===== src/rtl/drum_pad_encoder.sv =====
// Button front end for the painting FSM: 2-flop sync + debounce on start and four pads,
// then a START/RUN/STOP sequencer that emits the registered 6-bit command word.

module drum_pad_debounce #(
    parameter int DEB_CYCLES = 50000,
    parameter int CW         = 16
) (
    input  logic clk,
    input  logic reset,
    input  logic raw,
    output logic level
);
    localparam logic [CW-1:0] LAST = CW'(DEB_CYCLES - 1);

    logic          s1, s2;
    logic [CW-1:0] cnt;

    always_ff @(posedge clk) begin
        if (reset) begin
            s1    <= 1'b0;
            s2    <= 1'b0;
            level <= 1'b0;
            cnt   <= '0;
        end else begin
            s1 <= raw;
            s2 <= s1;
            if (s2 == level) begin
                cnt <= '0;
            end else if (cnt == LAST) begin
                level <= s2;
                cnt   <= '0;
            end else if (cnt != '1) begin
                cnt <= cnt + CW'(1);
            end
        end
    end
endmodule

module drum_pad_encoder #(
    parameter int DEB_CYCLES = 50000,
    parameter int HOLD_MIN   = 8,
    parameter int CW         = 16
) (
    input  logic       clk,
    input  logic       reset,
    input  logic       btn_start,
    input  logic [3:0] btn_pad,
    output logic [5:0] cmd,
    output logic       running
);
    localparam logic [5:0]    CMD_IDLE  = 6'b000000;
    localparam logic [5:0]    CMD_START = 6'b000001;
    localparam logic [5:0]    CMD_BAND  = 6'b000010;
    localparam logic [CW-1:0] HOLD      = CW'(HOLD_MIN);

    typedef enum logic [1:0] {IDLE, START, RUN, STOP} state_t;

    state_t        state;
    logic [4:0]    raw, deb;
    logic          start_q, start_rise;
    logic [3:0]    pads, pick;
    logic [CW-1:0] timer;

    // Bit 0 is the start button, bits 4:1 are lanes 1..4.
    assign raw = {btn_pad, btn_start};

    drum_pad_debounce #(.DEB_CYCLES(DEB_CYCLES), .CW(CW)) u_deb [4:0] (
        .clk   (clk),
        .reset (reset),
        .raw   (raw),
        .level (deb)
    );

    assign start_rise = deb[0] & ~start_q;
    assign pads       = deb[4:1];
    // Isolate the lowest set bit: lowest-index pad wins.
    assign pick       = pads & (~pads + 4'd1);

    always_ff @(posedge clk) begin
        if (reset) begin
            state   <= IDLE;
            cmd     <= CMD_IDLE;
            running <= 1'b0;
            timer   <= '0;
            start_q <= 1'b0;
        end else begin
            start_q <= deb[0];
            case (state)
                IDLE: begin
                    if (start_rise) begin
                        state <= START;
                        cmd   <= CMD_START;
                    end
                end
                START: begin
                    state   <= RUN;
                    cmd     <= CMD_BAND;
                    running <= 1'b1;
                    timer   <= '0;
                end
                RUN: begin
                    if (start_rise) begin
                        state   <= STOP;
                        cmd     <= CMD_IDLE;
                        running <= 1'b0;
                        timer   <= '0;
                    end else if (timer > CW'(1)) begin
                        timer <= timer - CW'(1);
                    end else begin
                        // Timer of 1 means this is the last held cycle, so the code is
                        // re-evaluated now and a lane shows for exactly HOLD_MIN cycles.
                        timer <= '0;
                        if (cmd[5:2] == 4'd0) begin
                            if (|pick) begin
                                cmd   <= {pick, 2'b00};
                                timer <= HOLD;
                            end
                        end else if (pick != cmd[5:2]) begin
                            // Leaving a lane always passes through the static band.
                            cmd <= CMD_BAND;
                        end
                    end
                end
                STOP: begin
                    state <= IDLE;
                    cmd   <= CMD_IDLE;
                end
                default: begin
                    state   <= IDLE;
                    cmd     <= CMD_IDLE;
                    running <= 1'b0;
                    timer   <= '0;
                end
            endcase
        end
    end
endmodule


===== config.mk =====
export PLATFORM = sky130hd
export DESIGN_NAME = drum_pad_encoder
export DESIGN_NICKNAME = d
export VERILOG_FILES = /design/src/rtl/drum_pad_encoder.sv
export SDC_FILE = /design/constraint.sdc
export NUM_CORES = 1
export LEC_CHECK = 0
export ABC_AREA = 1
export CAP_MARGIN = 10
export CORE_ASPECT_RATIO = 0.8
export CORE_UTILIZATION = 50
export DETAILED_ROUTE_END_ITERATION = 10
export GPL_TIMING_DRIVEN = 0
export PLACE_DENSITY = 0.69
export SLEW_MARGIN = 20
export SYNTH_ARGS = -nofsm -noshare
export SYNTH_HDL_FRONTEND = slang
export SYNTH_HIERARCHICAL = 1
export SYNTH_SLANG_ARGS = --single-unit

===== constraint.sdc =====
create_clock -name clk -period 1.7 [get_ports clk]
set_input_delay 0.34 -clock clk [delete_from_list [all_inputs] [get_ports clk]]
set_output_delay 0.34 -clock clk [all_outputs]
set_load 0.02 [all_outputs]

Word level (Yosys, flattened, before mapping)
Cells that the tools add are included.
{ "totals": {"reg_bits": 121, "output_inout_bits": 7} }
{ "op_classes": {"add_sub_neg": 7, "n_lt_le_gt_ge": 1, "n_eq_ne": 24, "mux": 17, "n_bitwise": 9, "reduce_logical": 17} }
{ "op_table": {"columns": ["operator", "n"], "rows": [
  ["$add 16x1->16 const B", 5],
  ["$eq 16x16->1 const B", 5],
  ["$ne 16x16->1 const B", 5],
  ["$mux 6", 6],
  ["$mux 16", 2],
  ["$pmux 16 s2", 1],
  ["$pmux 6 s4", 1],
  ["$gt 16x1->1 const B", 1],
  ["$sub 16x1->16 const B", 1],
  ["$reduce_or 3->1", 5],
  ["$reduce_and 2->1", 7],
  ["$mux 4", 2],
  ["$ne 4x4->1 const B", 2],
  ["$pmux 2 s4", 1],
  ["$not 1->1", 6],
  ["$eq 1x1->1", 5],
  ["$add 4x1->4 const B", 1],
  ["$and 4x4->4", 1],
  ["$eq 2x2->1 const B", 2],
  ["$logic_not 4->1", 1],
  ["$mux 2", 2],
  ["$ne 2x2->1 const B", 2],
  ["$ne 4x4->1", 1],
  ["$not 4->4", 1],
  ["9 further kinds", 9]
]} }

Logic depth before layout (Yosys ltp)
Gate-level depths: netlist of run 1.
{ "depth": {"depth_word": 9, "ltp_mapped": 11} }

Modules after synthesis
Netlist of run 1, hierarchy kept.
{ "by_module_without_submodules": {"columns": ["mod", "instances", "cells_per_inst", "area_each_um2", "seq_area_each_um2"], "rows": [
  ["drum_pad_debounce", 5, 153, 1109.8, 380.4],
  ["drum_pad_encoder", 1, 216, 1510.2, 520.5]
]} }

Worst setup path before layout of run 1
OpenSTA, ideal clock, no wires.
{ "synth_timing": {"path_kind": "register to register", "start": "register state[0]", "end": "register timer[6]", "setup_ns": 0.070, "arrival_ns": 1.537, "setup_slack_ns": 0.093, "path_stages_with_launch": 9, "path_buffers": 1, "period_less_slack_ns": 1.607, "path_cell_list": "dfxtp_1 -> inv_1 -> ha_1 -> buf_6 -> nand2_4 -> nor3_2 -> nand2_1 -> or2_0 -> a21oi_1"} }
{ "synth_between": {"elab_chain_cells": 2} }
{ "synth_rtl": {"columns": ["element", "line", "rtl"], "rows": [
  ["start: declaration", "58", "state_t state;"],
  ["start signal: assignment", "81", "state <= IDLE;"],
  ["start signal: assignment", "91", "state <= START;"],
  ["start signal: assignment", "96", "state <= RUN;"],
  ["$eq 2x2->1 / $eq 2x1->1 (equally long branches)", "88", "case (state)"],
  ["$pmux 16 s2 / $reduce_bool 2->1 (equally long branches)", null, null],
  ["end signal: assignment", "108", "timer <= timer - CW'(1);"],
  ["end: declaration", "62", "logic [CW-1:0] timer;"]
]} }
Parallel ways exist; a longest one is shown, timed or not.
A chain may end at the register's enable or synchronous reset.

Final worst setup path of run 1
{ "layout_timing": {"start": "register state[0]", "end": "register timer[15]"} }
The elaborated chain is that of the path after synthesis.

==> results of run 1 <==
## cell type report
type | count | area [µm²]
Multi-Input combinational cell | 714 | 4120
Timing Repair Buffer | 22 | 187.7
Clock inverter | 8 | 190.2
Tap cell | 180 | 225.2
Fill cell | 1247 | 5431
Buffer | 2 | 26.28
Clock buffer | 22 | 484.2
Inverter | 144 | 555.5
Sequential cell | 121 | 2425
## routing by layer
layer	part of all wire, %	vias up	GRT usage (%)
met5	0	-	0
met4	0.90	0	6.822
met3	2.5	10	4.782
met2	43	46	30.60
met1	54	2652	29.23
li1	-	3163	-
## synthesized netlist by cell type (3+ instances only)
| master | instances | area share [%] |
|---|---|---|
| a21oi_1 | 32 | 2.3 |
| a21oi_2 | 15 | 1.9 |
| dfxtp_1 | 121 | 34 |
| ha_1 | 11 | 1.9 |
| inv_1 | 129 | 6.9 |
| inv_2 | 10 | 0.53 |
| inv_4 | 5 | 0.44 |
| nand2_1 | 200 | 11 |
| nand2_2 | 18 | 1.6 |
| nand2_8 | 5 | 1.4 |
| nand3_1 | 67 | 4.8 |
| nand3_2 | 16 | 2.3 |
| nand3b_1 | 11 | 1.2 |
| nand4_1 | 27 | 2.4 |
| nand4_4 | 5 | 1.5 |
| nor2_1 | 170 | 9.0 |
| nor2_2 | 22 | 1.9 |
| nor2_4 | 12 | 1.9 |
| nor2_8 | 10 | 2.8 |
| nor3_1 | 4 | 0.28 |
| nor3_2 | 3 | 0.43 |
| o21ai_0 | 3 | 0.21 |
| o21ai_1 | 16 | 1.1 |
| or2_1 | 6 | 0.53 |
| or2_2 | 4 | 0.35 |
| xnor2_1 | 34 | 4.2 |
| xor2_1 | 17 | 2.1 |
## worst reg2reg max path: stages (launching register included)
cell	delay (ns)
dfxtp_2	0.33
inv_2	0.10
ha_2	0.22
inv_1	0.09
nor2_4	0.11
buf_4	0.13
nand2_4	0.08
nand2_1	0.11
nand2_4	0.07
buf_4	0.15
nor3_2	0.15
## registers in the layout, summed over array words and instances, names as in the netlist
| name | count |
|---|---|
| u_deb/cnt | 80 |
| start_q | 1 |
| state | 2 |
| timer | 16 |
| u_deb/s1 | 5 |
| u_deb/s2 | 5 |
| u_deb/level | 5 |
| running | 1 |
| cmd | 6 |
## worst max-delay path by stage
| stage | start | to | slack, ns | cells after the start |
|---|---|---|---|---|
| 2_1_floorplan | state[0] | timer[6] | 0.09 | 8 |
| 3_3_place_gp | reset | timer[11] | -0.59 | 5 |
| 3_5_place_dp | reset | timer[9] | -0.60 | 5 |
| 4_1_cts | state[0] | cmd[0] | 0.01 | 11 |
| 5_1_grt | state[1] | timer[6] | -0.02 | 8 |
| 6_report | state[0] | timer[15] | 0.1 | 10 |
## power by group
part           total [mW]  switching, mW  internal, mW
clock                4.10           1.22          2.88
sequential           3.33          0.234          3.10
combinational        2.78           1.62          1.16
## what timing repair did
| action | 4_1_cts | 5_1_grt |
|---|---|---|
| gates resized for setup | 10 | 14 |
| hold buffers | 0 | 0 |
| endpoints found under the setup margin | 37 | 33 |
| pin swaps | 2 | 4 |
| setup buffers | 3 | 6 |
## placed cells by master (no fill, tap or decap), types with 6 or more instances in the layout
cell / count
nor2_1: 170
xor2_1: 17
bufinv_16: 6
nand4_1: 27
clkbuf_16: 17
ha_1: 8
a21oi_2: 15
nand3_2: 13
nand3_1: 67
nand2_1: 199
nor2_8: 10
or2_1: 6
buf_4: 9
nor2_2: 21
nand2_2: 18
o21ai_1: 16
inv_4: 6
xnor2_1: 34
dfxtp_1: 119
inv_1: 127
inv_2: 11
nand3b_1: 11
dlygate4sd2_1: 8
a21oi_1: 32
nor2_4: 13
## per-stage QoR
| step | util (%) | hold slack [ns] | total power [mW] |
|---|---|---|---|
| floorplan | - | 0.3883 | 5.343 |
| global placement | 54.34 | 0.3973 | 5.875 |
| detailed placement | 54.34 | 0.3958 | 5.897 |
| CTS | 59.42 | 0.4121 | 10.13 |
| global route | 60.20 | 0.4260 | 10.85 |
| finish | 60.20 | 0.4089 | 10.21 |
## cells by family after synthesis
group	count (synthesis)	share of synthesized area (%)
simple gates	584	43.57
buf+inv	146	8.153
flops	121	34.31
compound gates	68	5.689
xor+xnor	51	6.328
fa+ha+maj	11	1.950
==> summary.md, run 1 <==
| Metric | Value |
|---|---|
| DR WL/cell | 11.47 µm |
| Setup WS post-layout | 0.09814 ns |
| Mean Syn Cell Area | 7.196 µm² |
| Clock Latency Late Sink | ~0.42 ns |
| Die Span Y | 108.3 µm |
| Final critical-path required period | 1.602 ns |
| Slew at the pin closest to its max-slew limit | 0.7820 ns |
| Worst hold endpoint | u_deb[4]/s2 |
| CTS Buf Count | 17 |
| Dpl hpwl | 9.915 mm |
| Routed vias | 5871 |
| First-pass GRT wire length | 24.21 mm |
| Final #Nets | 1040 |
| CTS Sinks | between 100 and 150 |
| Layout area overhead | 16.36% |
| Pwr Density | approximately 1200 nW/µm² |
| DRC | 0 |
| Peak VDD IR | about 0.0013 V |
| Cell count after placement | 1174 |
| Detailed router's first-iteration violation count | 306 |
| Die width | 134.8 µm |
| ANT nets after route | 0 |
| Yosys warns | 6 |
| Most used flip-flop cell after synthesis | dfxtp_1 |
| Fin crit share | 94.23% |
| Number of antenna violations at the first check in global routing | 0 |
| Skew final | 0.01463 ns |
| Worst min path class | reg2reg |
| Core Region | about 14000 µm² |
| Hold Startpoint | u_deb[4]/s1 |
| Async SR Flop Fraction | 0% |
| Worst Path Buf+Inv | 4 |
| Synthesized area | just over 7000 µm² |
| Initial Utilization | 51.73% |
| Syn_nets | 999 |
| Io pins | 14 |
| Final slew viol count | 0 |
| Total grt overflow | 0 |
| Finished Layout Cells | 1213 |
| H-tree level count | 4 |
| GRT Total Usage | 20.62% |
| Crit path DAT | 1.95 ns |
| Status | completed |
| Endpoints failing hold | 0 |
| Setup WS pre-CTS | -0.6032 ns |
| Share of layout cells above drive strength 1 | 16.94% |
| Critical path class | reg2reg |
| LEAKAGE | 3.626 nW |
| Setup-failing EPs final | 0 |
| Drt total wl | 13.92 mm |
| Max-cap violations | 0 |
| Critical path cell sequence | inv_2 > ha_2 > inv_1 > nor2_4 > buf_4 > nand2_4 > nand2_1 > nand2_4 > buf_4 > nor3_2 |
| Setup TNS Final | 0 ns |
| Die Footprint | roughly 15000 µm² |
| Synth Register Bits | 121 |
| Syn Inst Count | 981 |
| Placed instance area | 7415 µm² |
| CP max-delay cell | dfxtp_2 |
| GPL Wtd Cong | 0.8260 |
| Clock Path Buffers | 2 |
| R2R setup slack | 0.1 ns |
| Register area share after synthesis | 34.31% |
| Max-slew headroom | 47.87% |
| Vias in the first global route | 5252 |
| Root cell of the clock tree | clkbuf_16 |
| PortBufs | 13 |
| Max stage delay on crit path | around 0.33 ns |
| Critical Path Fanout Max | 6 |
| Core Rows | 38 |
| Worst setup SP type | flop |
| Worst Setup End Kind | flop |
| Number of flops mapped to enable cells by yosys | 0 |
| FF-to-FF End | timer[15] |
| Vias per inst | 4.840 |
| Finished Cell Area | between 8000 and 9000 µm² |
| Max Clk Rate | 624.3 MHz |
| Largest net degree at the start of global routing | 21 |
| Reg clk slew, reported paths | ~0.05 ns |
| Reg-to-reg startpoint | state[0] |
| Critical path data required time | 2.05 ns |
| Post-synthesis cell type count | 32 |
| Critical path's top delay family | simple AND/OR/NAND/NOR gates |
| Pre-antenna DRT Iters | 5 |
| Reg2Reg Depth | 10 |
| CTS tree | done |
| Hold-critical path depth | 2 |
| Ant. Diodes | 0 |
(Power assumes the default switching activity.)
==> inputs of run 2 (changes only) <==
--- a/config.mk
+++ b/config.mk
@@ -7,11 +7,14 @@
 export LEC_CHECK = 0
 export ABC_AREA = 1
 export CAP_MARGIN = 10
+export CELL_PAD_IN_SITES_DETAIL_PLACEMENT = 2
+export CELL_PAD_IN_SITES_GLOBAL_PLACEMENT = 2
 export CORE_ASPECT_RATIO = 0.8
-export CORE_UTILIZATION = 50
+export CORE_UTILIZATION = 33
 export DETAILED_ROUTE_END_ITERATION = 10
 export GPL_TIMING_DRIVEN = 0
-export PLACE_DENSITY = 0.69
+export PLACE_DENSITY_LB_ADDON = 0.1
+export SETUP_SLACK_MARGIN = 0.02
 export SLEW_MARGIN = 20
 export SYNTH_ARGS = -nofsm -noshare
 export SYNTH_HDL_FRONTEND = slang
==> summary.md, run 2 (synthesis gave the netlist of run 1 again) <==
| Metric | Value |
|---|---|
| Most flops, register | u_deb/cnt |
| Setup WS post-layout | around 0.044 ns |
| Final #Nets | 1047 |
| Core Rows | 47 |
| Root cell of the clock tree | clkbuf_16 |
| Commonest non-fill, non-tap cell in the layout | nand2_1 |
| DRC | 0 |
| Detailed router's first-iteration violation count | 245 |
| Pwr Density | approximately 1300 nW/µm² |
| Critical Path Fanout Max | 6 |
| GRT Total Usage | 19.83% |
| H-tree level count | 4 |
| Reg clk slew, reported paths | 0.06 ns |
| Die width | 165.5 µm |
| CTS Sinks | 121 |
| Worst setup SP type | flop |
| CTS Buf Count | 17 |
| Number of antenna violations at the first check in global routing | 0 |
| CTS tree | done |
| Vias per inst | 4.776 |
| Die Span Y | 132.8 µm |
| Largest net degree at the start of global routing | 21 |
| PortBufs | 13 |
| Crit path DAT | 2.01 ns |
| Worst min path class | reg2reg |
| Initial Utilization | 33.91% |
| GPL Wtd Cong | 0.7497 |
| Finished Layout Cells | between 1000 and 1500 |
| Setup WS pre-CTS | -0.8238 ns |
| Dpl hpwl | 14.64 mm |
| Final slew viol count | 0 |
| Drt total wl | 20.11 mm |
| Worst Setup End Kind | flop |
| Leading cell types in the layout, fill and taps excluded | nand2_1, nor2_1, inv_1 |
| Final critical-path required period | 1.656 ns |
| Routed vias | 6261 |
| Die Footprint | 21980 µm² |
| Setup-failing EPs final | 0 |
| Layout area overhead | 20.47% |
| Core Region | 20820 µm² |
| Max-cap violations | 0 |
| DR WL/cell | 15.34 µm |
| Cell count after placement | around 1300 |
| Slew at the pin closest to its max-slew limit | between 0.5 and 0.6 ns |
| Vias in the first global route | 6732 |
| Setup TNS Final | 0 ns |
| Max Clk Rate | 603.8 MHz |
| LEAKAGE | between 3 and 4 nW |
| ANT nets after route | 0 |
| RSZ-0062 raised after global routing | yes |
| Status | completed |
| Clock Path Buffers | 2 |
| Peak VDD IR | 0.0009455 V |
| Skew final | 0.01301 ns |
| Biggest registers after layout | u_deb/cnt x80, timer x16, cmd x6 |
| Io pins | 14 |
| Max-slew headroom | 66.07% |
| Critical path data required time | about 2.1 ns |
| Total grt overflow | 0 |
| Clock Latency Late Sink | between 0.4 and 0.5 ns |
| Share of layout cells above drive strength 1 | roughly 20% |
| Critical path class | reg2reg |
| Endpoints failing hold | 0 |
| Fin crit share | 97.42% |
| Ant. Diodes | 0 |
| Max reg flops | 80 |
| First-pass GRT wire length | 34.33 mm |
| Pre-antenna DRT Iters | 4 |
==> run 2: cell type report <==
type	instances	area (µm²)
buffer	2	26.28
clock buffer	18	439.2
clock inverter	14	196.4
fill	2433	12310
inverter	144	558.0
multi-input combinational	714	4229
sequential	121	2435
tap	269	336.6
timing repair buffer	29	284.0
==> run 2: final timing paths <==
check             cells past startpoint           to   startpoint  slack (ns)
setup / recovery                      9    timer[14]     state[1]        0.04
hold / removal                        2  u_deb[0]/s2  u_deb[0]/s1        0.41
setup reg to reg                      9    timer[14]     state[1]        0.04
hold reg to reg                       2  u_deb[0]/s2  u_deb[0]/s1        0.41
==> run 2: through the flow <==
stage / hold slack, ns / power (mW) / instance area, µm² / utilization (%)
global route: 0.4200 / 11.55 / 8504 / 40.85
global placement: 0.3914 / 5.986 / 7526 / 36.15
finish: 0.4125 / 10.84 / 8504 / 40.85
CTS: 0.4147 / 10.66 / 8366 / 40.19
floorplan: 0.3883 / 5.343 / 7059 / -
detailed placement: 0.3983 / 6.092 / 7526 / 36.15
==> run 2: routing by layer <==
layer	global-route usage, %	share of wire [%]	vias up	wire length (µm)
met2	31.99	48	21	9564
met1	27.02	50	3050	10080
met4	4.747	0.79	0	158
li1	-	-	3179	-
met3	3.793	1.5	11	308
met5	0	0	-	0
==> run 2: critical path, cell delays in order (launching register included) <==
cell and delay (ns):
dfxtp_4 0.37, inv_4 0.06, ha_4 0.26, buf_6 0.11, nand2_4 0.05, nor3_4 0.18
buf_6 0.14, nand4_1 0.12, xor2_1 0.19, nor2_1 0.10
==> run 2: repair_timing <==
action                                  4_1_cts  5_1_grt
cloned                                        1        0
endpoints found under the setup margin       69       88
resized for setup                            29       30
hold buffers                                  0        0
setup buffers                                13        2
pin swaps                                     8        5
==> run 2: where the power goes <==
part | switching [mW] | internal [mW] | leakage (nW)
Sequential | 0.276 | 3.10 | 0.984
Clock | 1.44 | 2.50 | 0.303
Combinational | 1.99 | 1.53 | 2.39
Total | 3.70 | 7.14 | 3.68
